`src/rtl/sar_controller_10b_signed_pkg.sv`:
```
// Shared definitions for the signed SAR controller: FSM states and default sizing.
package sar_controller_10b_signed_pkg;

  localparam int N_BITS_DEF      = 10;
  localparam int DW_DEF          = 12;
  localparam int TIMEOUT_CYC_DEF = 15;

  typedef enum logic [1:0] {
    ST_IDLE  = 2'd0,
    ST_TRIAL = 2'd1,
    ST_WAIT  = 2'd2,
    ST_DONE  = 2'd3
  } sar_state_e;

endpackage

```
`src/rtl/sar_controller_10b_signed_wait_timer.sv`:
```
// Wait-cycle counter for one comparator request; saturates and flags expiry at TIMEOUT_CYC.
module sar_wait_timer #(
  parameter int TIMEOUT_CYC = 15
) (
  input  logic clk,
  input  logic rst,
  input  logic clear,
  input  logic en,
  output logic expired
);

  localparam int CW = $clog2(TIMEOUT_CYC + 1);

  logic [CW-1:0] count;

  assign expired = (count == CW'(TIMEOUT_CYC));

  always_ff @(posedge clk or negedge rst) begin
    if (!rst) begin
      count <= '0;
    end else if (clear) begin
      count <= '0;
    end else if (en && !expired) begin
      count <= count + CW'(1);
    end
  end

endmodule

```
`src/rtl/sar_controller_10b_signed.sv`:
```
// Successive-approximation controller: MSB-first binary search over the signed range,
// one comparator request per bit, with a per-bit wait timeout.
module sar_controller_10b_signed
  import sar_controller_10b_signed_pkg::*;
#(
  parameter int N_BITS      = N_BITS_DEF,
  parameter int DW          = DW_DEF,
  parameter int TIMEOUT_CYC = TIMEOUT_CYC_DEF
) (
  input  logic              clk,
  input  logic              rst,
  input  logic              start,
  input  logic              comp_result,
  input  logic              comp_done,
  output logic              comp_req,
  output logic [DW-1:0]     dac_code,
  output logic              busy,
  output logic              data_valid,
  output logic [N_BITS-1:0] data_out,
  output logic              timeout_err
);

  localparam int KW = $clog2(N_BITS);

  sar_state_e        state, state_nxt;
  logic [N_BITS-1:0] code, bit_mask, trial, trial_tc, code_upd;
  logic [KW-1:0]     k;
  logic              timer_expired, timer_en;
  logic              accept, resolve, resolve_bit, resolve_to;

  // The search runs in offset-binary; flipping the MSB converts to two's complement.
  assign bit_mask = {{(N_BITS-1){1'b0}}, 1'b1} << k;
  assign trial    = code | bit_mask;
  assign trial_tc = {~trial[N_BITS-1], trial[N_BITS-2:0]};
  assign code_upd = resolve_bit ? (code | bit_mask) : (code & ~bit_mask);

  sar_wait_timer #(.TIMEOUT_CYC(TIMEOUT_CYC)) u_wait_timer (
    .clk     (clk),
    .rst     (rst),
    .clear   (state == ST_TRIAL),
    .en      (timer_en),
    .expired (timer_expired)
  );

  always_ff @(posedge clk or negedge rst) begin
    if (!rst) begin
      state <= ST_IDLE;
    end else begin
      state <= state_nxt;
    end
  end

  // comp_done takes priority over an expiry on the same edge.
  always_comb begin
    state_nxt   = state;
    accept      = 1'b0;
    resolve     = 1'b0;
    resolve_bit = 1'b0;
    resolve_to  = 1'b0;
    timer_en    = 1'b0;
    case (state)
      ST_IDLE: begin
        if (start) begin
          accept    = 1'b1;
          state_nxt = ST_TRIAL;
        end
      end
      ST_TRIAL: state_nxt = ST_WAIT;
      ST_WAIT: begin
        if (comp_done) begin
          resolve     = 1'b1;
          resolve_bit = comp_result;
        end else if (timer_expired) begin
          resolve    = 1'b1;
          resolve_to = 1'b1;
        end else begin
          timer_en = 1'b1;
        end
        if (resolve) begin
          state_nxt = (k == '0) ? ST_DONE : ST_TRIAL;
        end
      end
      ST_DONE: state_nxt = ST_IDLE;
      default: state_nxt = ST_IDLE;
    endcase
  end

  always_ff @(posedge clk or negedge rst) begin
    if (!rst) begin
      code        <= '0;
      k           <= '0;
      comp_req    <= 1'b0;
      dac_code    <= '0;
      busy        <= 1'b0;
      data_valid  <= 1'b0;
      data_out    <= '0;
      timeout_err <= 1'b0;
    end else begin
      if (accept) begin
        code        <= '0;
        k           <= KW'(N_BITS - 1);
        timeout_err <= 1'b0;
        busy        <= 1'b1;
      end
      if (state == ST_TRIAL) begin
        dac_code <= {{(DW-N_BITS){trial_tc[N_BITS-1]}}, trial_tc};
        comp_req <= 1'b1;
      end
      if (resolve) begin
        code     <= code_upd;
        comp_req <= 1'b0;
        if (resolve_to) begin
          timeout_err <= 1'b1;
        end
        if (k == '0) begin
          data_valid <= 1'b1;
          busy       <= 1'b0;
          data_out   <= {~code_upd[N_BITS-1], code_upd[N_BITS-2:0]};
        end else begin
          k <= k - KW'(1);
        end
      end
      if (state == ST_DONE) begin
        data_valid <= 1'b0;
      end
    end
  end

endmodule

```
`config.mk`:
```
export PLATFORM = sky130hd
export DESIGN_NAME = sar_controller_10b_signed
export DESIGN_NICKNAME = d
export VERILOG_FILES = /design/src/rtl/sar_controller_10b_signed_pkg.sv /design/src/rtl/sar_controller_10b_signed_wait_timer.sv /design/src/rtl/sar_controller_10b_signed.sv
export SDC_FILE = /design/constraint.sdc
export NUM_CORES = 1
export LEC_CHECK = 0
export ABC_AREA = 1
export BUFFER_PORTS_ARGS = -buffer_cell sky130_fd_sc_hd__buf_4
export CORE_ASPECT_RATIO = 0.7
export CORE_MARGIN = 5
export CORE_UTILIZATION = 55
export DETAILED_ROUTE_END_ITERATION = 16
export PLACE_DENSITY = 0.83
export RECOVER_POWER = 25
export SLEW_MARGIN = 40
export SYNTH_ARGS = -nofsm -noshare
export SYNTH_HDL_FRONTEND = slang
export SYNTH_SLANG_ARGS = --single-unit
```
`constraint.sdc`:
```
create_clock -name clk -period 2.8 [get_ports clk]
set_clock_uncertainty 0.05 [all_clocks]
set_input_delay 0.7 -clock clk [delete_from_list [all_inputs] [get_ports clk]]
set_output_delay 0.7 -clock clk [all_outputs]
set_load 0.01 [all_outputs]
```
* Word-level counts from Yosys, hierarchy flattened
Cells that the tools add are included.
Cells by class: add/sub/neg operators 2, equality and inequality tests 6, shift-type cells 1, muxes and demuxes 36, bitwise gates (word level) 5, reductions and logical operators 12
Operator list (number):
- 2-to-1 mux 10 bit | 3
- 2-to-1 mux 1 bit | 24
- 2-to-1 mux 4 bit | 5
- bitwise AND 10 bit | 1
- inverter 10 bit | 1
- OR 10 bit | 1
- nonzero test 2 bit | 5
- << shifter 1 x 4 -> 10 bit (first input constant) | 1
- case mux 2 bit (4 select lines) | 1
- 2-to-1 mux 2 bit | 3
- AND reduction 2 bit | 3
- adder 4 x 1 -> 4 bit (second input constant) | 1
- == test 2 bit (second input constant) | 2
- == test 4 bit (second input constant) | 1
- zero test 4 bit | 1
- inequality test 2 bit (second input constant) | 2
- subtractor 4 x 1 -> 4 bit (second input constant) | 1
- == test 2 x 1 -> 1 bit (second input constant) | 1
- zero test 2 bit | 1
- inverter 1 bit | 2
- logical AND 1 bit | 1
- zero test 1 bit | 1
Storage, ports and cells: flip-flop bits (word level) 44, input port bits 5, output and inout bits 26, logic and storage cells 72

* Longest topological paths before layout
Gate-level depths: netlist of run 1.
word-level depth 7, mapped depth 9, gate-level depth less buffers 8

* By module
From an unflattened synthesis of run 1, not the netlist that was laid out.
Second synthesis, totals: cells, all modules 282, area total of the unflattened synthesis 2193.4 um^2
Modules (own cells, without submodules):
- sar_controller_10b_signed | times used 1, cells an instance 253, area each 1968.1 um^2, seq. area each 1001.0 um^2
- sar_wait_timer | times used 1, cells an instance 29, area each 225.2 um^2, seq. area each 100.1 um^2

* Least setup slack after synthesis of run 1
OpenSTA, ideal clock, no wires.
path kind register -> register, from register k[0], to register data_out[1], library setup time 124 ps, arrival 1325 ps, required time 2626 ps, setup slack 1301 ps, cell stages (with the launch flop) 9, buffers on the path 1, period minus slack after synthesis 1499 ps, cells stage by stage dfrtp_1 inv_1 ha_1 nand2_4 nor2_4 nand3_4 buf_6 nand2_1 o21ai_2
On the way: cells in the longest elaborated chain, start to end 4, elaborated cells on any way between the ends 7, classes of those cells shift (1); mux (1); bitwise (3); reduce/logical (2)
Ends and longest elaborated chain:
- from (decl) | line sar_controller_10b_signed.sv:27 | logic [KW-1:0] k;
- from (signal assigned) | line sar_controller_10b_signed.sv:101 | k <= KW'(N_BITS - 1);
- from (signal assigned) | line sar_controller_10b_signed.sv:120 | k <= k - KW'(1);
- << shifter 1 x 4 -> 10 bit | line sar_controller_10b_signed.sv:32 | assign bit_mask = {{(N_BITS-1){1'b0}}, 1'b1} << k;
- inverter 10 bit | line sar_controller_10b_signed.sv:35 | assign code_upd = resolve_bit ? (code | bit_mask) : (code & ~bit_mask);
- bitwise AND 10 bit | line sar_controller_10b_signed.sv:35
- 2-to-1 mux 10 bit | line sar_controller_10b_signed.sv:35
- to (signal assigned) | line sar_controller_10b_signed.sv:118 | data_out <= {~code_upd[N_BITS-1], code_upd[N_BITS-2:0]};
- to (decl) | line sar_controller_10b_signed.sv:19 | output logic [N_BITS-1:0] data_out,
Several ways; a longest one is shown, not always the timed one. A chain may end at the register's enable or synchronous reset.

* Worst setup path in the final report of run 1
Ends and elaborated chain as after synthesis.

==> metrics.csv, run 1 <==
metric;value;unit
grt_pass1_vias;1494;
grt_overflow_total;0;
dieWidth;84.83;microns
core;0.003851;sq mm
max_cap_viol_count;0;
fin_crit_sh;63.21;%
io_buffers;30;
rows;19;
met2_usage;22.95;%
yosysWarningCount;0;
path_buf_inv;1;
grtUsageMet3;5.534;%
io_pins;31;
syn_nets;249;
netlist.area_leader.share;51.07;%
setup_ws;1.030;ns
hold_violations;0;
clk_path_buf_depth;2;
ir_worst_vdd;603.0;uV
synth_sequential_area_ratio;51.07;%
pwr_density_cell;1010;mW/mm^2
dr.pass1.iters;4;
synth_area_leaders;dfrtp_1 (51%), nand2_1 (8.7%), nand3_1 (6.0%);
fill_cells;341;
cts_made_buffers;5;
hpwl;2.975;mm
ys_seq_elements;44;
grt-busiest-layer;met1;
slew_violations;0;
slew-limit-headroom;28.97;%
worst_path_max_delay_cell;dfrtp_1;
cp.required;2.92;ns
layout.nets;277;
cts_sinks;44;
clock.fmax;0.5651;GHz
cts-htree-levels;2;
totalWireLength;4.127;mm
syn_inst;238;
cts_root_buffer;clkbuf_8;
synth.avg_cell_area;9.058;sq um
grt_first_pass_wirelength;7.134;mm
yosysMostFrequentCell;nand2_1;
crit_type;register to register;
finalSetupViolCount;0;
track_usage;16.81;%
drtIter0Drc;86;
crit_path_max_fanout;20;
diodes;0;
worst_slew_pin_slew;1.066;ns
start_util;55.98;%
synth_flop_cell;dfrtp_1;
holdCritPathClass;register to register;
post_cts_resized;0;
met1_usage;25.45;%
via_per_inst;5.085;
cts_hold_buf;0;
wl_per_cell;12.98;microns
die_h;62.38;microns
cp_cell_sequence;inv_1 -> ha_1 -> nand2_4 -> nor2_4 -> nand3_4 -> nand2_1 -> o21ai_2;
cts_tree;done;
postCtsSetupRepairBufs;0;
post-place-ws;0.8623;ns
tns;0;ns
synth.distinct_cells;26;
p_leak;1.239;nW
synth-async-reset-ratio;100.0;%
grt_max_degree;45;
status;completed;
finalCriticalPeriod;1.770;ns
netlist_area;0.002156;sq mm
antenna_found_initial;0;
clkLatencyLatePin;0.29;ns
ant_nets;0;
drive_above_1_share;24.81;%
rsz0062_at_grt;false;
gp_congestion;0.9006;
die_area;0.005292;sq mm
setup.worst_path.end_class;register;
synth-edff-count;0;
area_delta_synth_final;14.39;%
num_vias;1617;
crit_path_start_kind;register;
synth_common_cells;nand2_1 (50), dfrtp_1 (44), nand3_1 (26);
drc;0;
yosys.area.top_type;dfrtp_1;
clk_pin_slew;0.08;ns
cpPeakStageDelay;0.45;ns
cp.arrival;1.89;ns
crit_family;simple AND/OR/NAND/NOR gates;
## path summary, 6_finish.rpt
check	startpoint	end	slack, ns	depth (start not counted)
max in group asynchronous	rst	dac_code[7]	1.51	1
worst min register to register	data_out[6]	data_out[6]	0.43	2
worst max-delay path	k[0]	data_out[1]	1.03	7
worst max register to register	k[0]	data_out[1]	1.03	7
min in group asynchronous	rst	code[8]	0.54	1
worst min-delay path	data_out[6]	data_out[6]	0.43	2
## power by group
group          internal (W)  switching (W)  total (W)
Clock              0.000220       0.000200   0.000420
Combinational      0.000428       0.000633    0.00106
Sequential         0.000840       0.000170    0.00101
Total               0.00149        0.00100    0.00249
## per-layer routing
metal | part of all wire (%) | vias up | wire length, microns
li1 | - | 834 | -
met1 | 51 | 741 | 2097
met2 | 41 | 37 | 1709
met3 | 6.9 | 5 | 284
met4 | 0.87 | 0 | 36
met5 | 0 | - | 0
## sequential cells by signal, indices dropped and copies added (netlist names)
name                cells
busy                    1
code                   10
comp_req                1
dac_code               10
data_out               10
data_valid              1
k                       4
state                   2
timeout_err             1
u_wait_timer.count      4
## area by class of cell
class                   instances  area [sq um]  share of cell area, %
multi-input cells             158         864.6                  35.06
inverters                      27         116.4                  4.718
well taps                      52         65.06                  2.638
flip-flops and latches         44          1101                  44.65
clock buffers                   7         96.34                  3.907
repair buffers                 30         222.7                  9.031
## layout by cell type (no fill, tap or decap)
master,count
clkbuf_8,7
nand2_4,2
ha_1,6
clkinv_8,1
nor2_1,16
inv_1,20
o211ai_1,1
nand2_2,5
dfrtp_1,44
xor2_1,1
o21ai_2,9
clkbuf_2,1
xnor2_1,1
inv_4,1
buf_4,29
a31oi_1,9
nor2_4,3
nand3_1,26
nand4_1,3
o21ai_0,6
or2_2,1
inv_2,5
nor2_2,1
nand3_4,1
nand2_1,50
o21ai_1,17
## through the flow
| stage | utilization [%] | instance area [sq um] | total power, W | cells | hold slack, ns |
|---|---|---|---|---|---|
| after global routing | 64.04 | 2466 | 0.002714 | 318 | 0.4615 |
| after CTS | 64.10 | 2469 | 0.002514 | 318 | 0.3569 |
| after detailed placement | 61.60 | 2372 | 0.002093 | 311 | 0.4203 |
| after floorplan | - | 2156 | 0.001740 | 238 | 0.3544 |
| after global placement | 61.60 | 2372 | 0.002069 | 311 | 0.4177 |
| final | 64.04 | 2466 | 0.002490 | 318 | 0.4347 |
## tightest hold or removal path, delay by kind of cell, from the launching register on
family          cells  cell delay, ns
flops               1            0.35
simple gates        1            0.06
compound gates      1            0.05
## kinds of logic after synthesis
| kind of cell | Yosys count | synth area share (%) |
|---|---|---|
| simple gates | 108 | 23.85 |
| flops | 44 | 51.07 |
| compound gates | 42 | 11.96 |
| buf+inv | 36 | 8.822 |
| fa+ha+maj | 6 | 3.482 |
| xor+xnor | 2 | 0.8127 |
Note: power is estimated with default switching activity, not from simulation.
==> inputs of run 2 (changes only) <==
CORE_UTILIZATION = 51   (was 55)
PLACE_DENSITY = 0.81   (was 0.83)
clock period = 1.6 ns   (was 2.8 ns; I/O delays follow)
==> run 2 against run 1 <==
  * Global-route usage grew 1.2 points
  * Final cell count grew 3.8%
  * Fmax grew 17%
  * Largest cell class unchanged
==> metrics.csv, run 2 (synthesized netlist as in run 1, its figures left out) <==
metric;value;unit;change
rows;19;;unchanged
dp.cells;316;;+1.6%
final_area;0.002600;sq mm;+5.4%
clock.fmax;0.6606;GHz;+17%
drive_above_1_share;29.86;%;+5.0 points
slew-limit-headroom;27.42;%;-1.5 points
clk_path_buf_depth;2;;unchanged
cts_made_buffers;5;;unchanged
grt_pass1_vias;1646;;+10%
core;0.003994;sq mm;+3.7%
cp.arrival;1.69;ns;-0.20 ns
holdCritPathClass;input pin to async pin;;
finalPower;0.004585;W;+84%
p_leak;1.278;nW;+3.2%
setup_ws;0.08630;ns;-0.9440 ns
worst_slew_pin_slew;1.089;ns;+0.02323 ns
dr.pass1.iters;4;;unchanged
grt_max_degree;45;;unchanged
post-place-ws;-0.01384;ns;-0.8762 ns
fin_crit_sh;94.61;%;+31 points
slew_violations;0;;unchanged
cp_cell_sequence;clkinv_8 -> nand2_4 -> nor2_4 -> buf_4 -> nand3_4 -> o21ai_2;;
worst_path_max_delay_cell;dfrtp_1;;
cts_hold_buf;0;;unchanged
crit_type;register to register;;
max_cap_viol_count;0;;unchanged
die_h;64.40;microns;+3.2%
fin_util;65.10;%;+1.1 points
setup.worst_path.end_class;register;;
crit_path_start_kind;register;;
clkLatencyLatePin;0.30;ns;about the same
cts_sinks;44;;unchanged
status;completed;;
cts_root_buffer;clkbuf_8;;
final_cells;330;;+3.8%
layout.nets;288;;+4.0%
grt_overflow_total;0;;unchanged
via_per_inst;5.315;;+4.5%
crit_path_max_fanout;7;;-65%
largestRegisters;code (10), dac_code (10), data_out (10);;
layout_common_cells;nand2_1 (50), dfrtp_1 (44), buf_4 (37), nand3_1 (26), inv_1 (18);;
wl_per_cell;14.55;microns;+12%
hpwl;3.177;mm;+6.8%
track_usage;18.03;%;+1.2 points
cts-htree-levels;2;;unchanged
ant_nets;0;;unchanged
place_area;0.002410;sq mm;+1.6%
cts_tree;done;;
totalWireLength;4.800;mm;+16%
grt_first_pass_wirelength;7.948;mm;+11%
cpPeakStageDelay;0.55;ns;+0.10 ns
crit_family;flip-flops;;
io_buffers;30;;unchanged
start_util;53.98;%;-2.0 points
area_delta_synth_final;20.60;%;
rsz0062_at_grt;false;;
finalSetupViolCount;0;;unchanged
r2r_setup_slack;0.09;ns;-0.94 ns
antenna_found_initial;0;;unchanged
cp.required;1.78;ns;-1.14 ns
finalCriticalPeriod;1.514;ns;-0.2560 ns
num_vias;1754;;+8.5%
diodes;0;;unchanged
path_buf_inv;2;;+1
pwr_density_cell;1763;mW/mm^2;+75%
final_common_cell;nand2_1;;
ir_worst_vdd;1012;uV;+68%
clk_pin_slew;0.08;ns;about the same
gp_congestion;0.8310;;-7.7%
drtIter0Drc;122;;+42%
hold_violations;0;;unchanged
die_area;0.005648;sq mm;+6.7%
drc;0;;unchanged
io_pins;31;;unchanged
dieWidth;87.71;microns;+3.4%
==> run 2: changes by cell type in the layout (fill, tap and decap cells not counted), moves of 2 or more <==
cell	delta
inv_2	+2
clkinv_2	+2
buf_4	+8
inv_1	-2
ha_1	-2
nand3_4	+2
==> run 2: path summary, 6_finish.rpt <==
path	startpoint	end	cells after the start
worst max-delay path	k[2]	data_out[8]	6
worst min-delay path	rst	code[9]	1
worst max register to register	k[2]	data_out[8]	6
worst min register to register	data_out[0]	data_out[0]	2
max in group asynchronous	rst	dac_code[2]	1
min in group clk	comp_done	timeout_err	2
==> run 2: report_power, final <==
group	switching [W]	total [W]	internal [W]
Combinational	0.00124	0.00210	0.000863
Sequential	0.000293	0.00176	0.00147
Clock	0.000379	0.000724	0.000345
Total	0.00191	0.00458	0.00268
==> run 2: repair_timing <==
action | CTS | global route
buffers inserted | 0 | 4
setup endpoints to repair | 9 | 29
pin swaps | 1 | 5
gates cloned | 1 | 1
gates resized for setup | 1 | 10
==> run 2: area by class of cell <==
| cell class | instances | area (sq um) |
|---|---|---|
| fill | 335 | 1394 |
| inverter | 27 | 116.4 |
| sequential | 44 | 1101 |
| tap | 52 | 65.06 |
| multi-input combinational | 160 | 930.9 |
| clock buffer | 6 | 82.58 |
| timing repair buffer | 39 | 294.0 |
| clock inverter | 2 | 10.01 |
==> run 2: worst register-to-register path, delay by kind of cell, from the launching register on <==
kind	cells	cell delay (ns)
buf+inv	2	0.30
compound gates	1	0.16
flops	1	0.55
simple gates	3	0.39
==> run 2: metrics by stage <==
stage / hold WS (ns) / TNS, ns
after global routing: 0.2498 / 0
after CTS: 0.05576 / 0
final: 0.2397 / 0
after floorplan: 0.05441 / 0
after global placement: 0.3751 / 0
after detailed placement: 0.3809 / -0.06528
==> run 2: layer usage <==
layer | vias to the layer above | GRT usage, % | part of all wire [%]
li1 | 856 | - | -
met1 | 838 | 27.43 | 48
met2 | 54 | 25.75 | 44
met3 | 6 | 4.108 | 7.1
met4 | 0 | 4.789 | 0.96
met5 | - | 0 | 0
